`config.mk`:
```
export PLATFORM = sky130hd
export DESIGN_NAME = pipelined_dot_accumulator_flat
export DESIGN_NICKNAME = d
export VERILOG_FILES = /design/src/rtl/pipelined_dot_accumulator_if.sv /design/src/rtl/pipelined_dot_accumulator.sv /design/src/flat_wrapper.sv
export SDC_FILE = /design/constraint.sdc
export NUM_CORES = 1
export LEC_CHECK = 0
export ABC_AREA = 1
export CAP_MARGIN = 20
export CORE_ASPECT_RATIO = 2
export CORE_MARGIN = 2
export CORE_UTILIZATION = 35
export DETAILED_ROUTE_END_ITERATION = 6
export PLACE_DENSITY = 0.53
export SETUP_SLACK_MARGIN = 0.02
export SLEW_MARGIN = 20
export SYNTH_ARGS = -nofsm -noshare
export SYNTH_HDL_FRONTEND = slang
export SYNTH_SLANG_ARGS = --single-unit
```
`constraint.sdc`:
```
create_clock -name clk -period 2.6 [get_ports clk]
set_clock_uncertainty 0.15 [all_clocks]
set_input_delay 0.52 -clock clk [delete_from_list [all_inputs] [get_ports clk]]
set_output_delay 0.52 -clock clk [all_outputs]
set_load 0.01 [all_outputs]
```
`src/rtl/pipelined_dot_accumulator_if.sv`:
```
// Product-stream and dot-product result bundle for pipelined_dot_accumulator.
// The master drives products and clear. The slave (the accumulator) returns results.
interface dot_acc_if #(
  parameter int PRODUCT_WIDTH = 12,
  parameter int ACC_WIDTH     = 20,
  parameter int CNT_WIDTH     = 8
);
  logic [PRODUCT_WIDTH-1:0] product_in;
  logic                     product_valid;
  logic                     clear;
  logic [ACC_WIDTH-1:0]     sum_out;
  logic                     sum_valid;
  logic [CNT_WIDTH-1:0]     element_count;
  logic                     overflow;

  modport master (
    output product_in, product_valid, clear,
    input  sum_out, sum_valid, element_count, overflow
  );

  modport slave (
    input  product_in, product_valid, clear,
    output sum_out, sum_valid, element_count, overflow
  );
endinterface

```
`src/rtl/pipelined_dot_accumulator.sv`:
```
// Sums VECTOR_LEN consecutive valid products into one registered dot-product result.
// Optional macro DOT_ACC_SATURATE_EN: clamp on overflow and raise a sticky overflow flag.
module pipelined_dot_accumulator #(
  parameter int PRODUCT_WIDTH = 12,
  parameter int VECTOR_LEN    = 256,
  parameter int ACC_WIDTH     = PRODUCT_WIDTH + $clog2(VECTOR_LEN),
  parameter int CNT_WIDTH     = $clog2(VECTOR_LEN)
) (
  input logic      clk,
  input logic      reset,
  dot_acc_if.slave bus
);
  typedef enum logic {
    IDLE,
    ACCUM
  } state_t;

  localparam logic [CNT_WIDTH-1:0] LAST_IDX = CNT_WIDTH'(VECTOR_LEN - 1);

  state_t               state, state_nxt;
  logic [ACC_WIDTH-1:0] acc, acc_nxt;
  logic [ACC_WIDTH-1:0] sum_q, sum_nxt;
  logic [CNT_WIDTH-1:0] count, count_nxt;
  logic                 sum_valid_q, sum_valid_nxt;
  logic                 ovf_q, ovf_nxt;

  logic [ACC_WIDTH-1:0] addend;
  logic [ACC_WIDTH-1:0] sum_add;
  logic                 add_ovf;

  assign addend = ACC_WIDTH'(bus.product_in);

`ifdef DOT_ACC_SATURATE_EN
  logic [ACC_WIDTH:0] sum_wide;

  // Carry out of the widened add is the overflow condition; clamp to all-ones.
  always_comb begin
    sum_wide = {1'b0, acc} + {1'b0, addend};
    add_ovf  = sum_wide[ACC_WIDTH];
    sum_add  = add_ovf ? '1 : sum_wide[ACC_WIDTH-1:0];
  end
`else
  always_comb begin
    sum_add = acc + addend;
    add_ovf = 1'b0;
  end
`endif

  // NOTE: every output of this block gets a default first, so no path leaves a
  // variable unassigned and no latch is inferred.
  always_comb begin
    state_nxt     = state;
    acc_nxt       = acc;
    count_nxt     = count;
    sum_nxt       = sum_q;
    sum_valid_nxt = 1'b0;
    ovf_nxt       = ovf_q;

    if (bus.clear) begin
      // Abort discards any product sampled alongside clear; sum_out is kept.
      state_nxt = IDLE;
      acc_nxt   = '0;
      count_nxt = '0;
      ovf_nxt   = 1'b0;
    end else if (bus.product_valid) begin
      unique case (state)
        IDLE: begin
          acc_nxt   = addend;
          count_nxt = CNT_WIDTH'(1);
          ovf_nxt   = 1'b0;
          state_nxt = ACCUM;
        end
        ACCUM: begin
          if (add_ovf) ovf_nxt = 1'b1;
          if (count == LAST_IDX) begin
            sum_nxt       = sum_add;
            sum_valid_nxt = 1'b1;
            acc_nxt       = '0;
            count_nxt     = '0;
            state_nxt     = IDLE;
          end else begin
            acc_nxt   = sum_add;
            count_nxt = count + CNT_WIDTH'(1);
          end
        end
        default: ;
      endcase
    end
  end

  // NOTE: state registers use non-blocking assignments so every flop samples
  // the pre-edge values, independent of statement order.
  always_ff @(posedge clk) begin
    if (reset) begin
      state       <= IDLE;
      acc         <= '0;
      count       <= '0;
      sum_q       <= '0;
      sum_valid_q <= 1'b0;
      ovf_q       <= 1'b0;
    end else begin
      state       <= state_nxt;
      acc         <= acc_nxt;
      count       <= count_nxt;
      sum_q       <= sum_nxt;
      sum_valid_q <= sum_valid_nxt;
      ovf_q       <= ovf_nxt;
    end
  end

  assign bus.sum_out       = sum_q;
  assign bus.sum_valid     = sum_valid_q;
  assign bus.element_count = count;
  assign bus.overflow      = ovf_q;
endmodule

```
`src/flat_wrapper.sv`:
```
// flat-port wrapper written by rule: the top's interface ports become plain ports
module pipelined_dot_accumulator_flat 
#(
  parameter int PRODUCT_WIDTH = 12,
  parameter int VECTOR_LEN    = 256,
  parameter int ACC_WIDTH     = PRODUCT_WIDTH + $clog2(VECTOR_LEN),
  parameter int CNT_WIDTH     = $clog2(VECTOR_LEN)
)
  (clk, reset, bus_product_in, bus_product_valid, bus_clear, bus_sum_out, bus_sum_valid, bus_element_count, bus_overflow);
  dot_acc_if #(.PRODUCT_WIDTH(PRODUCT_WIDTH), .ACC_WIDTH(ACC_WIDTH), .CNT_WIDTH(CNT_WIDTH)) bus_i ();
  input logic clk;
  input logic reset;
  input wire logic [$bits(bus_i.product_in)-1:0] bus_product_in;
  input wire logic [$bits(bus_i.product_valid)-1:0] bus_product_valid;
  input wire logic [$bits(bus_i.clear)-1:0] bus_clear;
  output wire logic [$bits(bus_i.sum_out)-1:0] bus_sum_out;
  output wire logic [$bits(bus_i.sum_valid)-1:0] bus_sum_valid;
  output wire logic [$bits(bus_i.element_count)-1:0] bus_element_count;
  output wire logic [$bits(bus_i.overflow)-1:0] bus_overflow;
  assign bus_i.product_in = bus_product_in;
  assign bus_i.product_valid = bus_product_valid;
  assign bus_i.clear = bus_clear;
  assign bus_sum_out = bus_i.sum_out;
  assign bus_sum_valid = bus_i.sum_valid;
  assign bus_element_count = bus_i.element_count;
  assign bus_overflow = bus_i.overflow;
  pipelined_dot_accumulator #(.PRODUCT_WIDTH(PRODUCT_WIDTH), .VECTOR_LEN(VECTOR_LEN), .ACC_WIDTH(ACC_WIDTH), .CNT_WIDTH(CNT_WIDTH)) u_core (.clk(clk), .reset(reset), .bus(bus_i));
endmodule
```
# After elaboration in Yosys (flattened, before gate mapping)
# Index checks and enable logic that the tools add are counted.
# word_totals
ff_bits,51
in_bits,16
out_inout_bits,30
wordCells,24
# op_classes
add_sub_neg,2
eq_ne,1
n_mux,8
bitwise_logic,3
reduce_logical,4
# op_table
operator,count
one-hot mux 20 bit (2 select lines),1
adder 20 x 12 -> 20 bit,1
two-way mux 20 bit,1
one-hot mux 8 bit (2 select lines),1
"adder 8 x 1 -> 8 bit, second input constant",1
"== test 8 bit, second input constant",1
two-way mux 8 bit,1
AND reduction 4 bit,1
OR reduction 4 bit,1
two-way mux 1 bit,3
NOT 1 bit,3
one-hot mux 1 bit (2 select lines),1
AND reduction 2 bit,1
OR reduction 2 bit,1

# Longest topological paths before layout
# Gate-level depths: netlist of run 1.
# depth
ltp_word,3
ltp_mapped,14

# Least setup slack after synthesis of run 1
# No wires, ideal clock.
# synth_path
path_type,input to register
from,in bus_product_in[0]
to,reg u_core.sum_q[8] (netlist: u_core.bus.sum_out[8])
setup_time_ps,113
arrival_ps,2016
required_ps,2337
slack_ps,321
stages,10
n_path_buf,0
path_cell_list,ha_1 fa_1 nand3_1 nand3_1 nand2_1 nand2_1 or2_2 and2_1 o21ai_1 inv_1
# synth_between
elab_chain_len,1
# synth_lines
item,line,source
"start, declared",flat_wrapper.sv:13,input wire logic [$bits(bus_i.product_in)-1:0] bus_product_in;
adder 20 x 12 -> 20 bit,pipelined_dot_accumulator.sv:44,sum_add = acc + addend;
"end signal, assigned",pipelined_dot_accumulator.sv:105,sum_q <= sum_nxt;
"end, declared",pipelined_dot_accumulator.sv:22,"logic [ACC_WIDTH-1:0] sum_q, sum_nxt;"
# Every way passes these cells.
# A chain may end at the register's enable or synchronous reset.

# Final worst setup path of run 1
# Ends and elaborated chain as after synthesis.

==> impl_metrics.toml, run 1 <==
[status]
status = "complete, no violations"

[cells_and_area]
area.growth.synth_to_final_pct = 28.3
num_antenna_cells = 0
fin_area_sq_um = 3880
multi_input_area_sq_um = 1700
regArea_sq_um = 1000
final_common_cell = "nand2_1"
drive_gt1_share_pct = 7.79
fillers = 922
layout_common_cells = "nand2_1 (139), inv_1 (66), dfxtp_1 (50)"
nNetsFinal = 555
fin_util_pct = 45.5

[yosys]
ys_seq_area_share_pct = 33.1
synth_area_per_cell_sq_um = 6.55
synth_top_area_cell = "dfxtp_1"
syn_area_sq_um = 3020
yosys_warnings = 0
ys_top_cells_by_area = "dfxtp_1 (33%), nand2_1 (17%), inv_1 (8.2%)"
async_reset_ff_share_pct = 0
syn-instance-count = 462
yosys.area.top_type_share_pct = 33.1
synth_ff_type = "dfxtp_1"
synth_cell_type_count = 35
syn_nets = 492
synth_edf_count = 0
ys_ff_latch = 50

[critical_path]
worst_setup_path_start_kind = "input port"
cp.buffers_inverters = 2
worstSetupPathType = "in -> reg"
rr_worst_depth = 10
crit_chain = "clkdlybuf4s50_1, ha_2, fa_1, nand3_1, nand3_1, nand2_1, nand2_1, or2_2, and2_1, o21ai_1, inv_1"
cp_slowest_cell = "clkdlybuf4s50_1"
reg2reg_to = "u_core.bus.sum_out[8]$_SDFFE_PP0P_"
cp.arrival_ns = 2.52
max_stage_delay_ns = 0.44
r2r-start = "u_core.acc[0]$_SDFFE_PP0P_"
critPathCaptureType = "register"
required_ns = 2.64
cp_max_fo = 2
path_delay_family = "simple AND/OR/NAND/NOR gates"
r2r_slack_ns = 0.50

[hold_path]
min-delay-start = "u_core.bus.sum_out[3]$_SDFFE_PP0P_"
whs_path_depth = 1
min_path_type = "reg -> reg"
whs_endpoint = "u_core.bus.sum_out[3]$_SDFFE_PP0P_"

[clocking]
cts_hold_buf = 0
cts_sinks = 50
clkTransAtPathRegs_ns = 0.07
post_cts_buffers = 0
htreeDepth = 2
cts_tree = "built"
numCtsBuffers = 5
clk-insertion-delay-late_ns = 0.29
cts-root-buf = "clkbuf_16"
cts.path.max_buffers = 2

[die]
fp.dieH_um = 135
die_w_um = 69.7
pin_count = 46
start_util_pct = 35.5
coreArea_sq_um = 8530
rows = 48
die_area_sq_um = 9450

[power]
peakVddDrop_mv = 0.265
cellLeakagePower_nw = 1.80
powerDensity_nw_per_um2 = 439
power_mw = 1.70

[route]
remaining_drc_errors = 0
routed_via_density = 4.92
drt-initial-drc-count = 156
vias = 3078
wire_per_inst_um = 13.3
drt-total-wl_mm = 8.31
firstDrtPassIters = 4
ant_nets = 0

[timing]
finalHoldViolations = 0
tns_ns = 0
worst_hold_slack_ns = 0.323
slew_viol_final = 0
fin_crit_sh_pct = 95.6
rsz0062_at_grt = "false"
layout_min_cycle_time_ns = 2.48
fmaxAchievable_mhz = 403
setup_viol = 0

[global_route]
track_usage_pct = 18.2
grt_pass1_vias = 3036
grt_max_degree = 28
grt_pass1_wl_mm = 13.7
gr-total-overflow = 0
antenna_found_initial = 0

[place]
io_buffers = 44
hpwl_mm = 6.48
place.gp.congestion = 0.859
placed_area_sq_um = 3720

[run]
maxCapViolCount = 0
==> metrics by stage <==
| step | cells | setup WS [ns] |
|---|---|---|
| 6_report | 626 | 0.116 |
| 5_1_grt | 626 | 0.0325 |
| 4_1_cts | 626 | 0.0804 |
| 3_5_place_dp | 618 | -0.226 |
| 3_3_place_gp | 618 | -0.214 |
| 2_1_floorplan | 462 | 0.321 |
==> Yosys cell counts (4+ instances only) <==
cell type,instances
nor3_1,9
xor2_1,5
nand3_1,32
ha_1,13
o21ai_0,18
clkbuf_1,7
o21ai_1,4
o21a_1,17
a21oi_1,47
inv_1,66
nand2_1,139
nor2_1,24
dfxtp_1,50
==> what timing repair did <==
| action | CTS | global route |
|---|---|---|
| resized for setup | 0 | 2 |
| endpoints found under the setup margin | 0 | 5 |
| endpoints found under the hold margin | 0 | 0 |
==> how the worst max path moves through the flow <==
stage	slack, ns	endpoint	depth (start not counted)	start
after global placement	-0.21	u_core.bus.sum_out[8]$_SDFFE_PP0P_	11	bus_product_in[0]
after floorplan	0.32	u_core.bus.sum_out[8]$_SDFFE_PP0P_	10	bus_product_in[0]
final	0.12	u_core.bus.sum_out[8]$_SDFFE_PP0P_	11	bus_product_in[0]
after detailed placement	-0.23	u_core.bus.sum_out[8]$_SDFFE_PP0P_	11	bus_product_in[0]
after CTS	0.08	u_core.bus.sum_out[8]$_SDFFE_PP0P_	11	bus_product_in[0]
after global routing	0.03	u_core.bus.sum_out[13]$_SDFFE_PP0P_	14	bus_product_in[1]
==> kinds of logic (layout without fill, tap and decap cells) <==
| family | after synthesis | count (layout) | synth area share, % |
|---|---|---|---|
| buffers and inverters | 83 | 147 | 11.0 |
| AND/OR/NAND/NOR | 215 | 215 | 30.5 |
| other | 1 | 1 | 0.124 |
| XOR/XNOR | 7 | 7 | 2.03 |
| adder cells (fa/ha/maj) | 14 | 14 | 6.04 |
| flip-flops | 50 | 50 | 33.1 |
| AO/OA/AOI/OAI | 92 | 92 | 17.2 |
==> worst register-to-register path: cells and delay by family, from the launching register on <==
family | cells | cell delay (ns)
flip-flops | 1 | 0.31
AND/OR/NAND/NOR | 6 | 0.81
adder cells (fa/ha/maj) | 2 | 0.57
buffers and inverters | 1 | 0.04
AO/OA/AOI/OAI | 1 | 0.11
==> layer usage <==
| metal | vias up | routed length (um) | track usage [%] |
|---|---|---|---|
| li1 | 1608 | - | - |
| met1 | 1418 | 3250 | 19.1 |
| met5 | - | 0 | 0 |
| met4 | 0 | 244 | 8.65 |
| met2 | 38 | 4670 | 35.5 |
| met3 | 14 | 148 | 2.01 |
==> power by group <==
group	internal, mW	switching (mW)	leakage (nW)
combinational	0.101	0.145	1.33
clock	0.383	0.294	0.0739
sequential	0.775	0.00619	0.404
==> flip-flops by register name, indices dropped and copies added, names as in the netlist <==
name                      flops
u_core.bus.element_count      8
u_core.bus.sum_valid          1
u_core.acc                   20
u_core.bus.sum_out           20
u_core.state                  1
==> area by class of cell <==
cell class,count,area share (%)
tap,100,3.23
clock buffer,7,3.68
sequential,50,25.8
inverter,69,6.68
timing repair buffer,70,16.7
multi-input combinational,329,43.8
clock inverter,1,0.129
No activity file was read; power rests on OpenSTA's default activity.
==> inputs of run 2 (changes only) <==
PLACE_DENSITY = 0.55   (was 0.53)
==> run 2 against run 1 <==
Compared with the run above: sequential share of layout area grew 0.23 points; count of clock-buffer cells in the layout is 2 lower; utilization is 0.40 points lower; worst hold slack better by 0.0060 ns; largest cell class unchanged.
==> impl_metrics.toml, run 2 (synthesized netlist as in run 1, its figures left out) <==
[status]
status = "complete, no violations"

[clocking]
cts_sinks = 50
cts-root-buf = "clkbuf_16"
cts.path.max_buffers = 2
clkTransAtPathRegs_ns = 0.07
cts_tree = "built"
htreeDepth = 2
numCtsBuffers = 5
clk-insertion-delay-late_ns = 0.29

[die]
fp.dieH_um = 135
start_util_pct = 35.5
die_w_um = 69.7
die_area_sq_um = 9450
pin_count = 46
coreArea_sq_um = 8530
rows = 48

[global_route]
grt_use_met2_pct = 36.2
globalRouteMet3Util_pct = 2.38
antenna_found_initial = 0
grt_pass1_wl_mm = 13.7
top_usage_layer = "met2"
gr-total-overflow = 0
grt_max_degree = 31
grtUsageMet1_pct = 18.5
track_usage_pct = 18.3
grt_pass1_vias = 2973

[timing]
rsz0062_at_grt = "false"
slew_viol_final = 0
layout_min_cycle_time_ns = 2.43
finalHoldViolations = 0
fmaxAchievable_mhz = 412
fin_crit_sh_pct = 93.5
setup_ws_ns = 0.170
setup_viol = 0

[power]
powerDensity_nw_per_um2 = 434
peakVddDrop_mv = 0.268
cellLeakagePower_nw = 1.78

[route]
routed_via_density = 4.91
drt-total-wl_mm = 8.18
wire_per_inst_um = 13.2
vias = 3047
ant_nets = 0
remaining_drc_errors = 0
drt-initial-drc-count = 111
firstDrtPassIters = 4

[critical_path]
worst_setup_path_start_kind = "input port"
required_ns = 2.64
critPathCaptureType = "register"
cp_max_fo = 2
worstSetupPathType = "in -> reg"
cp.arrival_ns = 2.47

[cells_and_area]
area.growth.synth_to_final_pct = 27.1
fin_util_pct = 45.1
num_antenna_cells = 0
final_common_cell = "nand2_1"
nNetsFinal = 551
drive_gt1_share_pct = 7.49
layout_common_cells = "nand2_1 (139), inv_1 (66), dfxtp_1 (50)"

[place]
io_buffers = 44
hpwl_mm = 6.33
post-place-ws_ns = -0.231
place.gp.congestion = 0.895

[run]
maxCapViolCount = 0

[hold_path]
min_path_type = "reg -> reg"
run 2: cell count changes in the layout (fill, tap and decap cells not counted), sizes merged:
cell    before  now
buf         26   22
clkbuf       7    5
clkinv       3    4
run 2: worst paths after layout:
| kind | endpoint | start | slack (ns) | depth (start not counted) |
|---|---|---|---|---|
| worst max-delay path | u_core.bus.sum_out[8]$_SDFFE_PP0P_ | bus_product_in[0] | 0.17 | 11 |
| worst min-delay path | u_core.bus.sum_out[3]$_SDFFE_PP0P_ | u_core.bus.sum_out[3]$_SDFFE_PP0P_ | 0.33 | 1 |
| worst max register to register | u_core.bus.sum_out[8]$_SDFFE_PP0P_ | u_core.acc[0]$_SDFFE_PP0P_ | 0.56 | 10 |
| worst min register to register | u_core.bus.sum_out[3]$_SDFFE_PP0P_ | u_core.bus.sum_out[3]$_SDFFE_PP0P_ | 0.33 | 1 |
run 2: through the flow:
step	std cells	setup TNS, ns	instance area (sq um)	total power, mW	hold WS, ns
2_1_floorplan	462	0	3020	0.941	0.309
3_3_place_gp	614	-2.26	3690	1.04	0.304
3_5_place_dp	614	-2.63	3690	1.04	0.307
4_1_cts	621	0	3830	1.69	0.328
5_1_grt	621	0	3840	1.74	0.347
6_report	621	0	3840	1.67	0.329
run 2: layout make-up:
class	instances	area (sq um)
Tap cell	100	125
Clock inverter	2	10.0
Timing Repair Buffer	66	618
Multi-Input combinational cell	329	1710
Clock buffer	5	125
Inverter	69	259
Sequential cell	50	1000
Fill cell	895	4680
run 2: where the power goes:
group	total [mW]	switching, mW	internal (mW)
clock network	0.641	0.292	0.348
registers	0.782	0.00636	0.775
logic	0.247	0.146	0.101
total	1.67	0.444	1.23
run 2: metal layers:
metal,share of wire [%],vias to the layer above
met5,0,-
met4,3.5,0
met3,2.5,15
met2,55,48
met1,39,1392
li1,-,1592
run 2: timing repair:
item                                    4_1_cts  5_1_grt
endpoints found under the hold margin         0        0
hold buffers                                  0        0
endpoints found under the setup margin        0       14
setup buffers                                 0        0
gates resized for setup                       0        4
run 2: worst max-delay path, cell delays in order:
cell	delay [ns]
clkdlybuf4s50_1	0.44
ha_1	0.24
fa_2	0.36
nand3_2	0.10
nand3_1	0.10
nand2_1	0.08
nand2_1	0.06
or2_2	0.27
and2_1	0.15
o21ai_1	0.11
inv_1	0.04
